File: config.mk
export PLATFORM = sky130hd
export DESIGN_NAME = mem_ctrl
export DESIGN_NICKNAME = d
export VERILOG_FILES = /design/src/rtl/mem_ctrl.sv
export SDC_FILE = /design/constraint.sdc
export NUM_CORES = 1
export LEC_CHECK = 0
export CORE_UTILIZATION = 38
export CTS_CLUSTER_SIZE = 24
export DETAILED_ROUTE_END_ITERATION = 16
export PLACE_DENSITY = 0.77
export SLEW_MARGIN = 20
export SYNTH_ARGS = -nofsm -noshare
export SYNTH_HDL_FRONTEND = slang
export SYNTH_SLANG_ARGS = --single-unit
File: constraint.sdc
create_clock -name clk -period 4.6 [get_ports clk]
set_input_delay 0.92 -clock clk [delete_from_list [all_inputs] [get_ports clk]]
set_output_delay 0.92 -clock clk [all_outputs]
set_load 0.02 [all_outputs]
File: src/rtl/mem_ctrl.sv
// mem_ctrl: three-state (IDLE/ACCESS/RESP) data-memory controller between execute and write-back.
// Captures one request, issues a single-cycle memory access, holds the response until accepted.
module mem_ctrl #(
    parameter int DATA_WID   = 32,
    parameter int ADDR_LIMIT = 10
) (
    input  logic                clk,
    input  logic                rst,
    input  logic                req_valid,
    output logic                req_ready,
    input  logic                req_read,
    input  logic                req_write,
    input  logic [DATA_WID-1:0] req_addr,
    input  logic [DATA_WID-1:0] req_data,
    output logic [DATA_WID-1:0] mem_addr,
    output logic [DATA_WID-1:0] mem_wdata,
    output logic                mem_read_flag,
    output logic                mem_write_flag,
    input  logic [DATA_WID-1:0] mem_valM,
    input  logic                mem_error,
    output logic                resp_valid,
    input  logic                resp_ready,
    output logic [DATA_WID-1:0] resp_valM,
    output logic [1:0]          resp_stat,
    output logic                halted
);
    typedef enum logic [1:0] {IDLE, ACCESS, RESP} state_t;
    localparam logic [1:0] AOK = 2'b00, ADR = 2'b01, INS = 2'b10;
    localparam logic [DATA_WID-1:0] LIMIT = DATA_WID'(ADDR_LIMIT);
    state_t              r_state;
    logic                r_read, r_write, r_halted;
    logic [DATA_WID-1:0] r_addr, r_data, r_valM;
    logic [1:0]          r_stat;
    logic                w_access, w_addr_bad;
    logic [1:0]          w_stat;
    assign w_access   = r_state == ACCESS;
    assign w_addr_bad = r_addr > LIMIT;
    // once halted, every request reports ADR unless it is the illegal read+write combination
    assign w_stat = (r_read && r_write) ? INS :
                    (r_halted || ((r_read || r_write) && (w_addr_bad || mem_error))) ? ADR : AOK;
    assign req_ready      = r_state == IDLE;
    assign resp_valid     = r_state == RESP;
    assign mem_addr       = w_access ? r_addr : '0;
    assign mem_wdata      = w_access ? r_data : '0;
    assign mem_read_flag  = w_access && r_read && !r_write && !w_addr_bad && !r_halted;
    assign mem_write_flag = w_access && r_write && !r_read && !w_addr_bad && !r_halted;
    assign resp_valM      = r_valM;
    assign resp_stat      = r_stat;
    assign halted         = r_halted;
    always_ff @(posedge clk) begin
        if (rst) begin
            r_state  <= IDLE;
            r_read   <= 1'b0;
            r_write  <= 1'b0;
            r_addr   <= '0;
            r_data   <= '0;
            r_valM   <= '0;
            r_stat   <= AOK;
            r_halted <= 1'b0;
        end else begin
            case (r_state)
                IDLE: if (req_valid) begin
                    r_read  <= req_read;
                    r_write <= req_write;
                    r_addr  <= req_addr;
                    r_data  <= req_data;
                    r_state <= ACCESS;
                end
                ACCESS: begin
                    r_stat   <= w_stat;
                    r_valM   <= (w_stat == AOK && r_read) ? mem_valM : '0;
                    r_halted <= r_halted || (w_stat != AOK);
                    r_state  <= RESP;
                end
                RESP: if (resp_ready) begin
                    r_valM  <= '0;
                    r_stat  <= AOK;
                    r_state <= IDLE;
                end
                default: r_state <= IDLE;
            endcase
        end
    end
endmodule
==> results of run 1 <==
[routing by layer]
layer	share of wire	track usage	routed length, um	vias up
met5	0	0	0	-
met1	0.45	0.263	5100	1804
met2	0.47	0.337	5310	142
met3	0.056	0.0349	634	18
li1	-	-	-	1946
met4	0.024	0.0815	275	0
[power groups by stage]
stage / sequential [mW] / clock (mW) / combinational, mW
floorplan: 0.973 / 0 / 0.137
global placement: 0.978 / 0 / 0.274
detailed placement: 0.980 / 0 / 0.279
CTS: 0.959 / 0.579 / 0.281
global route: 0.965 / 0.610 / 0.305
finish: 0.959 / 0.564 / 0.278
[cell usage after synthesis (all sizes together), types with 3 or more instances]
cell type | count | share of area
a21oi | 68 | 0.084
a22o | 32 | 0.070
and2 | 65 | 0.10
buf | 4 | 0.0047
clkbuf | 31 | 0.029
dfxtp | 103 | 0.51
nand2 | 135 | 0.13
nand2b | 5 | 0.0078
nor2 | 6 | 0.0056
nor2b | 3 | 0.0047
nor4 | 9 | 0.025
[cells by family after synthesis]
kind of cell           Yosys count  synth area share
AOI/OAI and AO/OA              106             0.166
buffers and inverters           35            0.0335
DFF                            103             0.512
and+or+nand+nor                231             0.289
[critical path, stage by stage, from the launching register on]
cell and delay [ns]:
dfxtp_1 0.35, nor4_2 0.34, nand4_2 0.19, or2_1 0.28, nor4_1 0.39, clkdlybuf4s50_1 0.69
[stage by stage]
stage / cell area (um^2) / setup slack, ns / instances / utilization / hold WS (ns)
2_1_floorplan: 4030 / 1.93 / 475 / - / 0.432
5_1_grt: 6360 / 0.982 / 801 / 0.617 / 0.473
4_1_cts: 6360 / 1.11 / 801 / 0.617 / 0.457
6_report: 6360 / 1.10 / 801 / 0.617 / 0.455
3_3_place_gp: 6150 / 1.56 / 785 / 0.596 / 0.437
3_5_place_dp: 6160 / 1.53 / 785 / 0.597 / 0.442
[final timing paths]
path | start | cells after the start | slack [ns] | end
setup / recovery | r_addr[7]$_SDFFE_PP0P_ | 5 | 1.10 | mem_read_flag
hold / removal | r_data[9]$_SDFFE_PP0P_ | 2 | 0.45 | r_data[9]$_SDFFE_PP0P_
setup reg to reg | r_addr[27]$_SDFFE_PP0P_ | 4 | 2.73 | resp_stat[0]$_SDFFE_PP0P_
hold reg to reg | r_data[9]$_SDFFE_PP0P_ | 2 | 0.45 | r_data[9]$_SDFFE_PP0P_
[flip-flops by register name (all words and copies together) (netlist names)]
register   count
resp_valM     32
resp_stat      2
halted         1
r_read         1
r_data        32
r_write        1
r_addr        32
r_state        2
[final cells by class]
cell class / instances / area, um^2 / share of cell area
clock inverters: 5 / 52.6 / 0.00826
well taps: 136 / 170 / 0.0267
clock buffers: 11 / 151 / 0.0238
flip-flops and latches: 103 / 2060 / 0.324
multi-input cells: 337 / 1850 / 0.291
repair buffers: 209 / 2080 / 0.326
==> impl_metrics.tcl, run 1 <==
set metrics [dict create \
    dieArea_um2 11000 \
    clkPwrFrac 0.313 \
    switching_power_mw 0.488 \
    fin_crit_ns 3.50 \
    max_slew_margin 0.522 \
    ys.flop_type "dfxtp_1" \
    cts-resized-gates 0 \
    p_int_mw 1.31 \
    grt_usage 0.204 \
    p_seq_frac 0.533 \
    drive_gt1_frac 0.0496 \
    fin_worst_skew_ns 0.0159 \
    io_pins 206 \
    layout_common_cells "clkdlybuf4s50_1, nand2_1, dfxtp_1" \
    grt_max_degree 68 \
    cts_max_level 3 \
    die_h_um 105 \
    finalWirelength_um 11300 \
    antenna_found_initial 0 \
    hold_buffers 0 \
    cts_root_buffer "clkbuf_8" \
    synth-seq-cells 103 \
    synth_nets 578 \
    drtIter0Drc 169 \
    start_util 0.390 \
    post-route-period-util 0.760 \
    hp-class "register to register" \
    synth_cell_types 27 \
    ant_nets 0 \
    port_buffers 205 \
    netlist_area_um2 4030 \
    post-cts-setup-buffers 0 \
    place_congestion 0.797 \
    synth_edf_count 0 \
    post_synth_inst_count 475 \
    critPathArrivalTime_ns 2.58 \
    fillers 874 \
    first_global_vias 3714 \
    tightest_slew_ns 0.717 \
    num_rows 37 \
    start_kind "register" \
    drc 0 \
    power_density_nw_per_um2 283 \
    vias 3910 \
    setup_tns_ns 0 \
    clock_sinks 103 \
    fmax_mhz 286 \
    grt_setup_unrepaired "false" \
    slew_viol_final 0 \
    diodes 0 \
    p_total_mw 1.80 \
    layout_commonest_cell "clkdlybuf4s50_1" \
    clkTransAtPathRegs_ns 0.10 \
    maxCapViolCount 0 \
    status "finished, final reports clean" \
    via_per_inst 4.88 \
    async_flop_share 0 \
    critPathRequiredTime_ns 3.68 \
    clock_path_buffers 2 \
    worstSetupEndpointType "primary output" \
    clk_latency_ns 0.36 \
    power_switching_share 0.271 \
    numCtsBuffers 9 \
    dr.pass1.iters 4 \
    ir_worst_vdd_mv 0.180 \
    dpl.hpwl_um 8020 \
    grt_pass1_wl_um 18200 \
    core_um2 10300 \
    yosys_warnings 0 \
    nets 763 \
    gr-total-overflow 0 \
    seq_area_frac_synth 0.512 \
    syn_avg_cell_area_um2 8.48 \
    area_growth_pct 58.0 \
    power_leakage_nw 2.35 \
    critical_path_class "register to primary output" \
    cts_tree "yes" \
    hold_viol 0 \
    setup_violations 0 \
    p_comb_frac 0.154 \
    die_x_um 105 \
    wire_per_inst_um 14.1 \
    cp_max_fo 3 \
]
No activity file was read; power rests on OpenSTA's default activity.
==> run 2, diff against run 1 <==
Clock period 4.6 ns to 3.3 ns, I/O delays scaled along.
==> run 2 against run 1 <==
Effect of this change:
- cell count increased by 0.50%
- total power is 44% higher
- routed wire length is 3.8% higher
- worst setup slack worse by 0.69 ns
- sequential share of layout area down 0.36 points
- critical path depth down 1
- register-to-register slack got worse by 1.3 ns
- clock power grew 53%
- clock skew decreased by 0.0041 ns
- flip-flop and latch count stayed put
- via count decreased by 0.13%
- utilization grew 0.69 points
- critical path type unchanged
- critical endpoint is now mem_addr[13]
- largest cell class unchanged
- largest power group unchanged
==> impl_metrics.tcl, run 2 (same netlist as run 1, synthesis figures left out) <==
set metrics [dict create \
    layout_commonest_cell "clkdlybuf4s50_1" \
    finalWirelength_um 11800 \
    drc 0 \
    dp_cells 789 \
    p_comb_frac 0.155 \
    start_util 0.390 \
    fin_worst_skew_ns 0.0119 \
    power_density_nw_per_um2 404 \
    fillers 861 \
    drive_gt1_frac 0.0523 \
    fin_crit_ns 2.89 \
    cts_tree "yes" \
    clk_latency_ns 0.36 \
    io_pins 206 \
    critical_path_class "register to primary output" \
    p_seq_frac 0.513 \
    die_h_um 105 \
    nets 767 \
    cp_max_fo 21 \
    start_kind "register" \
    pre_cts_slack_ns 0.506 \
    stdcell_count 805 \
    hold_buffers 0 \
    status "finished, final reports clean" \
    grt_pass1_wl_um 18800 \
    diodes 0 \
    antenna_found_initial 0 \
    p_int_mw 1.96 \
    vias 3905 \
    first_global_vias 3830 \
    cts_max_level 3 \
    crit_chain "nor2b_4, buf_4, and2_1, clkdlybuf4s50_1" \
    via_per_inst 4.85 \
    slew_viol_final 0 \
    num_rows 37 \
    die_x_um 105 \
    setup_tns_ns 0 \
    clkTransAtPathRegs_ns 0.09 \
    seqCellArea_um2 2060 \
    power_switching_share 0.246 \
    cts_root_buffer "clkbuf_8" \
    dpl.hpwl_um 8330 \
    max_slew_margin 0.506 \
    layout_common_cells "clkdlybuf4s50_1, nand2_1, dfxtp_1" \
    drtIter0Drc 198 \
    maxCapViolCount 0 \
    post-route-period-util 0.875 \
    hp-class "register to register" \
    core_um2 10300 \
    grt_setup_unrepaired "false" \
    critPathRequiredTime_ns 2.64 \
    clock_sinks 103 \
    fmax_mhz 346 \
    tightest_slew_ns 0.742 \
    wire_per_inst_um 14.6 \
    ir_worst_vdd_mv 0.232 \
    clkPwrFrac 0.332 \
    place_congestion 0.774 \
    clock_path_buffers 2 \
    ant_nets 0 \
    fin_ws_ns 0.413 \
    area_growth_pct 59.8 \
    crit_slowest_cell "clkdlybuf4s50_1" \
    switching_power_mw 0.641 \
    setup_violations 0 \
    numCtsBuffers 9 \
    dieArea_um2 11000 \
    power_leakage_nw 2.42 \
    grt_usage 0.215 \
    p_total_mw 2.60 \
    cpPeakStageDelay_ns 0.61 \
    hold_viol 0 \
    dr.pass1.iters 4 \
    grt_max_degree 73 \
    critPathArrivalTime_ns 2.23 \
    worstSetupEndpointType "primary output" \
    final_core_util 0.623 \
    port_buffers 205 \
    gr-total-overflow 0 \
    multi_input_area_um2 1850 \
]
==> run 2: power by group through the flow <==
| stage | Clock (mW) | Sequential [mW] | Combinational [mW] |
|---|---|---|---|
| global placement | 0 | 1.36 | 0.397 |
| finish | 0.864 | 1.33 | 0.404 |
| floorplan | 0 | 1.36 | 0.191 |
| detailed placement | 0 | 1.36 | 0.404 |
| global route | 0.938 | 1.34 | 0.442 |
| CTS | 0.893 | 1.33 | 0.407 |
==> run 2: cell type report <==
cell class,count,area share
Tap cell,136,0.0264
Multi-Input combinational cell,337,0.287
Clock buffer,12,0.0226
Timing Repair Buffer,213,0.332
Sequential cell,103,0.320
Clock inverter,4,0.0119
==> run 2: repair_timing <==
item | CTS | global route
endpoints found under the setup margin | 0 | 2
gates resized for setup | 0 | 2
buffers inserted | 0 | 0
==> run 2: stage by stage <==
step,hold WS (ns),cell area [um^2]
final,0.452,6440
after global routing,0.472,6440
after CTS,0.455,6430
after detailed placement,0.442,6210
after global placement,0.438,6210
after floorplan,0.432,4030
==> run 2: layer usage <==
| layer | global-route usage | up-vias | part of all wire |
|---|---|---|---|
| met1 | 0.269 | 1802 | 0.45 |
| met3 | 0.0468 | 20 | 0.059 |
| met5 | 0 | - | 0 |
| li1 | - | 1949 | - |
| met2 | 0.362 | 134 | 0.47 |
| met4 | 0.0755 | 0 | 0.019 |
==> run 2: worst paths after layout <==
check	startpoint	endpoint	slack (ns)	cells past startpoint
max	r_state[0]$_SDFFE_PP0P_	mem_addr[13]	0.41	4
min	r_data[7]$_SDFFE_PP0P_	r_data[7]$_SDFFE_PP0P_	0.45	2
max reg2reg	r_addr[18]$_SDFFE_PP0P_	resp_valM[6]$_SDFFE_PP0P_	1.39	5
min reg2reg	r_data[7]$_SDFFE_PP0P_	r_data[7]$_SDFFE_PP0P_	0.45	2
==> run 2: critical path: cells and delay by family, from the launching register on <==
kind	cells	cell delay [ns]
buffers and inverters	2	0.88
DFF	1	0.38
and+or+nand+nor	2	0.61
